File: config.mk
export PLATFORM = sky130hd
export DESIGN_NAME = fifo_skid_reader_flat
export DESIGN_NICKNAME = d
export VERILOG_FILES = /design/src/rtl/cpu_common_pkg.sv /design/src/rtl/fifo_skid_reader_if.sv /design/src/rtl/sat_counter.sv /design/src/rtl/fifo_skid_reader.sv /design/src/flat_wrapper.sv
export SDC_FILE = /design/constraint.sdc
export NUM_CORES = 1
export LEC_CHECK = 0
export BUFFER_PORTS_ARGS = -buffer_cell sky130_fd_sc_hd__buf_2
export CORE_UTILIZATION = 52
export CTS_CLUSTER_DIAMETER = 100
export DETAILED_ROUTE_END_ITERATION = 12
export PLACE_DENSITY = 0.78
export SYNTH_ARGS = -nofsm -noshare
export SYNTH_HDL_FRONTEND = slang
export SYNTH_HIERARCHICAL = 1
export SYNTH_SLANG_ARGS = --single-unit
File: constraint.sdc
create_clock -name clk -period 1.95 [get_ports clk]
set_clock_uncertainty 0.15 [all_clocks]
set_input_delay 0.4875 -clock clk [delete_from_list [all_inputs] [get_ports clk]]
set_output_delay 0.4875 -clock clk [all_outputs]
set_load 0.01 [all_outputs]
File: src/rtl/cpu_common_pkg.sv
`default_nettype none
// ============================================================================
//  Module   : cpu_common_pkg
//  Purpose  : Shared types for the CPU front-end blocks. Holds the skid
//             buffer state encoding used by fifo_skid_reader.
//  Revision : 1.0  initial release
// ============================================================================
package cpu_common_pkg;

  // Encoding equals the number of buffered entries, so the state can drive
  // an occupancy count directly.
  typedef enum logic [1:0] {
    SKID_EMPTY = 2'd0,
    SKID_ONE   = 2'd1,
    SKID_FULL  = 2'd2
  } skid_state_e;

endpackage
`default_nettype wire

File: src/rtl/fifo_skid_reader_if.sv
`default_nettype none
// ============================================================================
//  Module   : fifo_skid_reader_if
//  Purpose  : Upstream FIFO read port plus downstream valid/ready channel of
//             the skid reader. 'slave' is the reader side, 'master' is the
//             environment that owns the FIFO and the consumer.
//  Revision : 1.0  initial release
// ============================================================================
interface fifo_skid_reader_if #(
  parameter int DATA_WIDTH = 16
) ();

  logic [DATA_WIDTH-1:0] fifo_rdata_i;
  logic                  fifo_empty_i;
  logic                  fifo_rready_o;
  logic                  flush_i;
  logic [DATA_WIDTH-1:0] data_o;
  logic                  valid_o;
  logic                  ready_i;
  logic [1:0]            occupancy_o;

  modport slave (
    input  fifo_rdata_i, fifo_empty_i, flush_i, ready_i,
    output fifo_rready_o, data_o, valid_o, occupancy_o
  );

  modport master (
    output fifo_rdata_i, fifo_empty_i, flush_i, ready_i,
    input  fifo_rready_o, data_o, valid_o, occupancy_o
  );

endinterface
`default_nettype wire

File: src/rtl/sat_counter.sv
`default_nettype none
// ============================================================================
//  Module   : sat_counter
//  Purpose  : Up counter that sticks at its all-ones value. Synchronous
//             active-high reset clears it.
//  Revision : 1.0  initial release
// ============================================================================
module sat_counter #(
  parameter int WIDTH = 16
) (
  input  logic             clk,
  input  logic             reset,
  input  logic             i_inc,
  output logic [WIDTH-1:0] o_count
);

  logic [WIDTH-1:0] r_count;

  // Count enabled events, stopping once every bit is set.
  always_ff @(posedge clk) begin
    if (reset) begin
      r_count <= '0;
    end else if (i_inc && (r_count != {WIDTH{1'b1}})) begin
      r_count <= r_count + 1'b1;
    end
  end

  assign o_count = r_count;

endmodule
`default_nettype wire

File: src/rtl/fifo_skid_reader.sv
`default_nettype none
// ============================================================================
//  Module   : fifo_skid_reader
//  Purpose  : Two-entry skid buffer that pops a zero-latency upstream FIFO and
//             presents entries on a valid/ready channel. The pop request never
//             depends on the downstream ready, breaking that timing path.
//  Options  : FIFO_SKID_READER_STATS_EN adds stall_cycles_o, a saturating count
//             of cycles with valid_o high and ready_i low.
//  Revision : 1.0  initial release
// ============================================================================
module fifo_skid_reader
  import cpu_common_pkg::*;
#(
  parameter int DATA_WIDTH = 16
) (
  input  logic              clk,
  input  logic              reset,
`ifdef FIFO_SKID_READER_STATS_EN
  output logic [15:0]       stall_cycles_o,
`endif
  fifo_skid_reader_if.slave bus
);

  skid_state_e           r_state;
  skid_state_e           w_next_state;
  logic [DATA_WIDTH-1:0] r_main;
  logic [DATA_WIDTH-1:0] r_skid;
  logic [DATA_WIDTH-1:0] w_main_nxt;
  logic [DATA_WIDTH-1:0] w_skid_nxt;
  logic                  w_pop;
  logic                  w_valid;
  logic                  w_xfer;

  // Pop only from buffer fullness and upstream/flush/reset, never ready_i.
  assign w_pop   = ~reset & ~bus.fifo_empty_i & ~bus.flush_i & (r_state != SKID_FULL);
  assign w_valid = (r_state != SKID_EMPTY);
  assign w_xfer  = w_valid & bus.ready_i;

  // Next-state and data movement between main and skid registers.
  always_comb begin
    w_next_state = r_state;
    w_main_nxt   = r_main;
    w_skid_nxt   = r_skid;
    case (r_state)
      SKID_EMPTY: begin
        if (w_pop) begin
          w_next_state = SKID_ONE;
          w_main_nxt   = bus.fifo_rdata_i;
        end
      end
      SKID_ONE: begin
        if (w_pop && w_xfer) begin
          w_main_nxt = bus.fifo_rdata_i;
        end else if (w_pop) begin
          w_next_state = SKID_FULL;
          w_skid_nxt   = bus.fifo_rdata_i;
        end else if (w_xfer) begin
          w_next_state = SKID_EMPTY;
        end
      end
      SKID_FULL: begin
        if (w_xfer) begin
          w_next_state = SKID_ONE;
          w_main_nxt   = r_skid;
        end
      end
      default: begin
        w_next_state = SKID_EMPTY;
      end
    endcase
    // Flush discards everything; data registers keep their contents so
    // data_o holds its last value while invalid.
    if (bus.flush_i) begin
      w_next_state = SKID_EMPTY;
      w_main_nxt   = r_main;
      w_skid_nxt   = r_skid;
    end
  end

  // State and data registers with synchronous reset.
  always_ff @(posedge clk) begin
    if (reset) begin
      r_state <= SKID_EMPTY;
      r_main  <= '0;
      r_skid  <= '0;
    end else begin
      r_state <= w_next_state;
      r_main  <= w_main_nxt;
      r_skid  <= w_skid_nxt;
    end
  end

  assign bus.fifo_rready_o = w_pop;
  assign bus.data_o        = r_main;
  assign bus.valid_o       = w_valid;
  assign bus.occupancy_o   = r_state;

`ifdef FIFO_SKID_READER_STATS_EN
  logic w_stall;

  assign w_stall = w_valid & ~bus.ready_i;

  sat_counter #(
    .WIDTH (16)
  ) u_stall_cnt (
    .clk     (clk),
    .reset   (reset),
    .i_inc   (w_stall),
    .o_count (stall_cycles_o)
  );
`endif

endmodule
`default_nettype wire

File: src/flat_wrapper.sv
// flat-port wrapper written by rule: the top's interface ports become plain ports
module fifo_skid_reader_flat import cpu_common_pkg::*;
#(
  parameter int DATA_WIDTH = 16
)
  (clk, reset, bus_fifo_rdata_i, bus_fifo_empty_i, bus_flush_i, bus_ready_i, bus_fifo_rready_o, bus_data_o, bus_valid_o, bus_occupancy_o);
  fifo_skid_reader_if #(.DATA_WIDTH(DATA_WIDTH)) bus_i ();
  input  logic clk;
  input  logic reset;
  input wire logic [$bits(bus_i.fifo_rdata_i)-1:0] bus_fifo_rdata_i;
  input wire logic [$bits(bus_i.fifo_empty_i)-1:0] bus_fifo_empty_i;
  input wire logic [$bits(bus_i.flush_i)-1:0] bus_flush_i;
  input wire logic [$bits(bus_i.ready_i)-1:0] bus_ready_i;
  output wire logic [$bits(bus_i.fifo_rready_o)-1:0] bus_fifo_rready_o;
  output wire logic [$bits(bus_i.data_o)-1:0] bus_data_o;
  output wire logic [$bits(bus_i.valid_o)-1:0] bus_valid_o;
  output wire logic [$bits(bus_i.occupancy_o)-1:0] bus_occupancy_o;
  assign bus_i.fifo_rdata_i = bus_fifo_rdata_i;
  assign bus_i.fifo_empty_i = bus_fifo_empty_i;
  assign bus_i.flush_i = bus_flush_i;
  assign bus_i.ready_i = bus_ready_i;
  assign bus_fifo_rready_o = bus_i.fifo_rready_o;
  assign bus_data_o = bus_i.data_o;
  assign bus_valid_o = bus_i.valid_o;
  assign bus_occupancy_o = bus_i.occupancy_o;
  fifo_skid_reader #(.DATA_WIDTH(DATA_WIDTH)) u_core (.clk(clk), .reset(reset), .bus(bus_i));
endmodule
==> flow_summary.yaml, run 1 <==
global_routing:
  grt_pass1_vias: 1419
  antenna_found_initial: 0
  grt.overflow.total: 0
  grt_use_total_pct: 24.54
  grt_max_degree: 33
  grt_pass1_wl_um: 6306
floorplan:
  initial_core_util_pct: 54.80
  fp.coreArea_um2: 3053
  fp.dieH_um: 58.72
  die-area_um2: 3448
  fp.dieW_um: 58.72
  std_cell_rows: 20
  pin_count: 41
power_and_ir_drop:
  internal_power_mw: 0.9600
  p_clk_share_pct: 31.7
  cellLeakagePower_nw: 0.8546
  power_mw: 1.318
  combPwrFrac_pct: 13.5
  sequentialPowerShare_pct: 54.8
  p_switching_mw: 0.3581
  max-vdd-ir-drop_mv: 0.3103
  sw_frac_of_total_pct: 27.17
  power_density_nw_per_um2: 660.5
logic_synthesis:
  synth.area.top_cells: "dfxtp_1, mux2i_1, or3b_2, o211ai_1, a21oi_1"
  ys_seq_area_share_pct: 40.69
  synthSimpleGateAreaFrac_pct: 24.38
  synth_fp_nets: 209
  synth_top_area_cell: "dfxtp_1"
  netlist_instances: 188
  yosys_warnings: 6
  synthMuxAreaShare_pct: 9.574
  synthAdderAreaFrac_pct: 0
  synth_compound_area_share_pct: 19.52
  yosysTopAreaCellShare_pct: 40.69
  ys_types: 29
  syn_avg_cell_area_um2: 8.898
  synthXorXnorAreaFrac_pct: 0
  synthesis.area_um2: 1673
  synth_top_family_by_area: "simple AND/OR/NAND/NOR gates"
  ys_ff_latch: 34
sta:
  timing.fmax_mhz: 534.2
  period_share_pct: 96.00
  final-setup-viol-count: 0
  min_period_ns: 1.872
  rsz0062_at_grt: "no"
  slew_headroom_pct: 69.47
  drv_slew: 0
  final.setup.tns_ns: 0
  worst_pin_slew_ns: 0.4579
  hold_viol_final: 0
cts:
  root_buffer: "clkbuf_4"
  htree_num_levels: 2
  cts_buffers: 5
  cts.sinks: 34
  clk_pin_slew_worst_paths_ns: 0.10
  clk_path_buf_depth: 2
  worstSkewPairLatency_ns: 0.33
  cts_tree: "done"
layout:
  syn_to_final_growth_pct: 19.30
  fin_nets: 246
  antenna_cells: 0
  drive_gt1_share_pct: 36.73
place:
  portBuffers: 40
  hpwl_um: 2829
  gp_congestion: 0.8285
routing:
  vias_per_cell: 5.752
  drtIter0Drc: 71
  vias: 1553
  drc: 0
  drtAntennaViolNets: 0
  routedWlPerCell_um: 15.25
  drt_wl_total_um: 4118
  dr.pass1.iters: 4
setup_path:
  startpoint_type: "flop"
  worstSetupPathType: "reg -> out"
  crit_path_end_kind: "output pin"
  worstPathRequired_ns: 1.31
  critical_path.max_fanout: 20
  worstPathArrival_ns: 1.23
status:
  outcome: "finished clean"
worst_hold_path:
  hold_class: "in -> reg"
run:
  cap_violations: 0
[per-layer routing]
layer | part of all wire [%] | GRT usage, % | up-vias
met5 | 0 | 0 | -
met4 | 1.3 | 10.88 | 0
met3 | 6.1 | 5.714 | 6
met2 | 47 | 37.82 | 54
met1 | 46 | 32.69 | 739
li1 | - | - | 754
[cells in the final DEF (no fill, tap or decap), drive strengths merged]
cell / instances
clkinv: 1
and2b: 1
or2: 2
a21oi: 19
nand2b: 1
dfxtp: 34
o211a: 1
inv: 2
buf: 49
o21ai: 16
and3b: 1
or3: 1
clkinvlp: 1
nand3: 16
or3b: 17
nor3: 1
nand2: 17
clkbuf: 6
nor4: 3
mux2i: 16
nor2: 1
o211ai: 16
nor3b: 1
o31ai: 1
nand3b: 1
nor4b: 1
[power by group through the flow]
stage	clock (mW)	combinational, mW	sequential (mW)
final	0.418	0.178	0.722
after detailed placement	0	0.177	0.740
after global routing	0.453	0.191	0.725
after global placement	0	0.170	0.739
after floorplan	0	0.0962	0.746
after CTS	0.423	0.177	0.725
[synth_stat cells]
library cell and number:
nand3_1 16, inv_1 2, nor3_2 1, nor4b_2 1, o211a_1 1, nand2b_1 1, clkbuf_1 12, nor4_1 2
dfxtp_1 34, a21oi_1 19, or2_2 2, nor3b_2 1, or3_1 1, or3b_2 16, nand3b_1 1, nand2_1 17
buf_4 1, buf_8 1, buf_2 3, buf_1 2, o21ai_0 16, mux2i_1 16, or3b_1 1, nor4_2 1
o31ai_4 1, and3b_1 1, and2b_1 1, nor2_1 1, o211ai_1 16
[stage by stage]
| step | hold WS (ns) | instance area, µm² | utilization, % | setup WS (ns) | cells |
|---|---|---|---|---|---|
| final | 0.2387 | 1996 | 65.37 | 0.07802 | 270 |
| after global routing | 0.2409 | 1996 | 65.37 | 0.02860 | 270 |
| after CTS | 0.2292 | 1991 | 65.20 | 0.03805 | 270 |
| after detailed placement | 0.3018 | 1924 | 63.03 | 0.07491 | 262 |
| after global placement | 0.2916 | 1924 | 63.03 | 0.1545 | 262 |
| after floorplan | 0.2986 | 1679 | - | 0.08423 | 188 |
[kinds of logic after synthesis]
group           after synthesis
compound gates               53
buf+inv                      21
flops                        34
mux                          16
simple gates                 64
[critical path, stage by stage (launching register included)]
cell	delay [ns]
dfxtp_4	0.42
and2b_1	0.19
nor4_2	0.12
buf_2	0.16
[state kept, by name (all words and copies together), names as in the netlist]
signal,cells
u_core/bus.data_o,16
u_core/r_skid,16
u_core/bus.occupancy_o,2
[final cells by class]
| type | instances | area, µm² |
|---|---|---|
| clock buffers | 6 | 51.30 |
| inverters | 2 | 7.507 |
| clock inverters | 2 | 12.51 |
| flip-flops and latches | 34 | 688.2 |
| well taps | 44 | 55.05 |
| fillers | 281 | 1057 |
| repair buffers | 49 | 280.3 |
| multi-input cells | 133 | 900.9 |
[final timing paths]
kind,startpoint,end,slack (ns),cells after the start
min reg2reg,u_core/bus.data_o[1],u_core/bus.data_o[1],0.31,2
max,u_core/bus.occupancy_o[1],bus_fifo_rready_o,0.08,3
min,bus_flush_i,u_core/bus.occupancy_o[1],0.24,2
max reg2reg,u_core/bus.occupancy_o[1],u_core/r_skid[15],0.29,3
[repair_timing]
action                     in CTS  in global routing
hold buffers                    0                  0
setup endpoints to repair       3                  1
buffers inserted                0                  0
pin swaps                       0                  0
cloned                          0                  0
resized for setup               2                  2
Power figures use the tool's default switching activity.
==> inputs of run 2 (changes only) <==
--- a/config.mk
+++ b/config.mk
@@ -5,11 +5,11 @@
 export SDC_FILE = /design/constraint.sdc
 export NUM_CORES = 1
 export LEC_CHECK = 0
-export BUFFER_PORTS_ARGS = -buffer_cell sky130_fd_sc_hd__buf_2
-export CORE_UTILIZATION = 52
+export BUFFER_PORTS_ARGS = -buffer_cell sky130_fd_sc_hd__clkbuf_2
+export CORE_UTILIZATION = 40
+export CTS_BUF_LIST = sky130_fd_sc_hd__clkbuf_2
 export CTS_CLUSTER_DIAMETER = 100
 export DETAILED_ROUTE_END_ITERATION = 12
-export PLACE_DENSITY = 0.78
 export SYNTH_ARGS = -nofsm -noshare
 export SYNTH_HDL_FRONTEND = slang
 export SYNTH_HIERARCHICAL = 1
==> flow_summary.yaml, run 2 (synthesized netlist as in run 1, its figures left out) <==
layout:
  final_cell_mix: "clkbuf_2, dfxtp_1, a21oi_1"
  fillers: 400
  syn_to_final_growth_pct: 21.02
  fin_nets: 253
  ff_latch_area_um2: 688.2
  final_cells: 281
  antenna_cells: 0
  final_util_pct: 50.61
  drive_gt1_share_pct: 37.66
  final_common_cell: "clkbuf_2"
  multi_input_area_um2: 900.9
routing:
  drtAntennaViolNets: 0
  vias_per_cell: 5.203
  drt_wl_total_um: 3975
  dr.pass1.iters: 8
  drtIter0Drc: 66
  drc: 2
  routedWlPerCell_um: 14.15
  vias: 1462
sta:
  min_period_ns: 1.891
  drv_slew: 0
  final-setup-viol-count: 0
  rsz0062_at_grt: "yes"
  hold_viol_final: 0
  slew_headroom_pct: 67.06
  period_share_pct: 96.96
  timing.fmax_mhz: 528.9
  worst_pin_slew_ns: 0.4941
global_routing:
  antenna_found_initial: 0
  top_usage_layer: "met2"
  grt_use_total_pct: 20.39
  grt_use_met2_pct: 30.43
  gr-usage-met3_pct: 6.164
  grt_max_degree: 19
  use_met1_pct: 27.75
  grt_pass1_vias: 1363
  grt.overflow.total: 0
  grt_pass1_wl_um: 6699
floorplan:
  die-area_um2: 4445
  std_cell_rows: 23
  fp.dieH_um: 66.67
  fp.coreArea_um2: 4000
  pin_count: 41
  fp.dieW_um: 66.67
  initial_core_util_pct: 41.82
setup_path:
  worstSetupPathType: "reg -> out"
  critical_path.max_fanout: 4
  startpoint_type: "flop"
  crit_path_end_kind: "output pin"
  worstPathRequired_ns: 1.31
  worstPathArrival_ns: 1.25
status:
  outcome: "finished with violations"
  violations: "design-rule violations"
place:
  gp_congestion: 0.7335
  dp.cells: 273
  hpwl_um: 2744
  portBuffers: 40
run:
  cap_violations: 0
power_and_ir_drop:
  power_density_nw_per_um2: 597.8
  max-vdd-ir-drop_mv: 0.3348
  cellLeakagePower_nw: 0.8679
cts:
  root_buffer: "clkbuf_2"
  cts_buffers: 5
  cts_tree: "done"
  worstSkewPairLatency_ns: 0.37
  cts.sinks: 34
  htree_num_levels: 2
  clk_pin_slew_worst_paths_ns: 0.17
  clk_path_buf_depth: 2
worst_hold_path:
  hold_class: "in -> reg"
-- run 2: cell types whose count changed in the layout (fill, tap and decap cells not counted), sizes merged --
| cell | before | now |
|---|---|---|
| clkbuf | 6 | 45 |
| buf | 49 | 16 |
| clkinvlp | 1 | 0 |
-- run 2: per-layer routing --
metal | wire length (µm) | vias up
li1 | - | 765
met1 | 2004 | 659
met2 | 1746 | 33
met3 | 175 | 5
met4 | 48 | 0
met5 | 0 | -
-- run 2: report_power, final --
part / switching [mW] / internal, mW / total, mW
registers: 0.00932 / 0.712 / 0.722
clock network: 0.230 / 0.0714 / 0.302
logic: 0.104 / 0.0829 / 0.187
-- run 2: through the flow --
step	instance area [µm²]	total power [mW]	hold slack, ns	setup TNS [ns]	worst slack, ns
after floorplan	1679	0.8427	0.2986	0	0.08423
after global placement	1969	0.9243	0.2951	0	0.1308
after detailed placement	1969	0.9242	0.3015	0	0.1064
after CTS	2017	1.224	0.1641	0	0.01694
after global routing	2024	1.280	0.1503	-0.04197	-0.04197
final	2024	1.210	0.1842	0	0.05933
-- run 2: worst paths after layout --
check,start,to,slack [ns],depth (start not counted)
max,u_core/bus.occupancy_o[0],bus_fifo_rready_o,0.06,3
min,bus_flush_i,u_core/bus.occupancy_o[1],0.18,2
max reg2reg,u_core/bus.occupancy_o[1],u_core/bus.data_o[3],0.16,6
min reg2reg,u_core/bus.data_o[1],u_core/bus.data_o[1],0.32,2
-- run 2: timing repair --
item	in CTS	in global routing
hold buffers	0	0
pin swaps	0	0
gates cloned	0	0
endpoints found under the setup margin	2	2
setup buffers	2	1
gates resized for setup	5	0
-- run 2: critical path: stages (launching register included) --
cell      delay [ns]
dfxtp_4         0.39
and2b_1         0.19
nor4_2          0.13
clkbuf_2        0.17
-- run 2: area by class of cell --
cell class              count  area share [%]
clock inverters             1          0.1854
repair buffers             56           16.63
inverters                   2          0.3708
clock buffers               5           1.236
flip-flops and latches     34           33.99
well taps                  50           3.090
multi-input cells         133           44.50
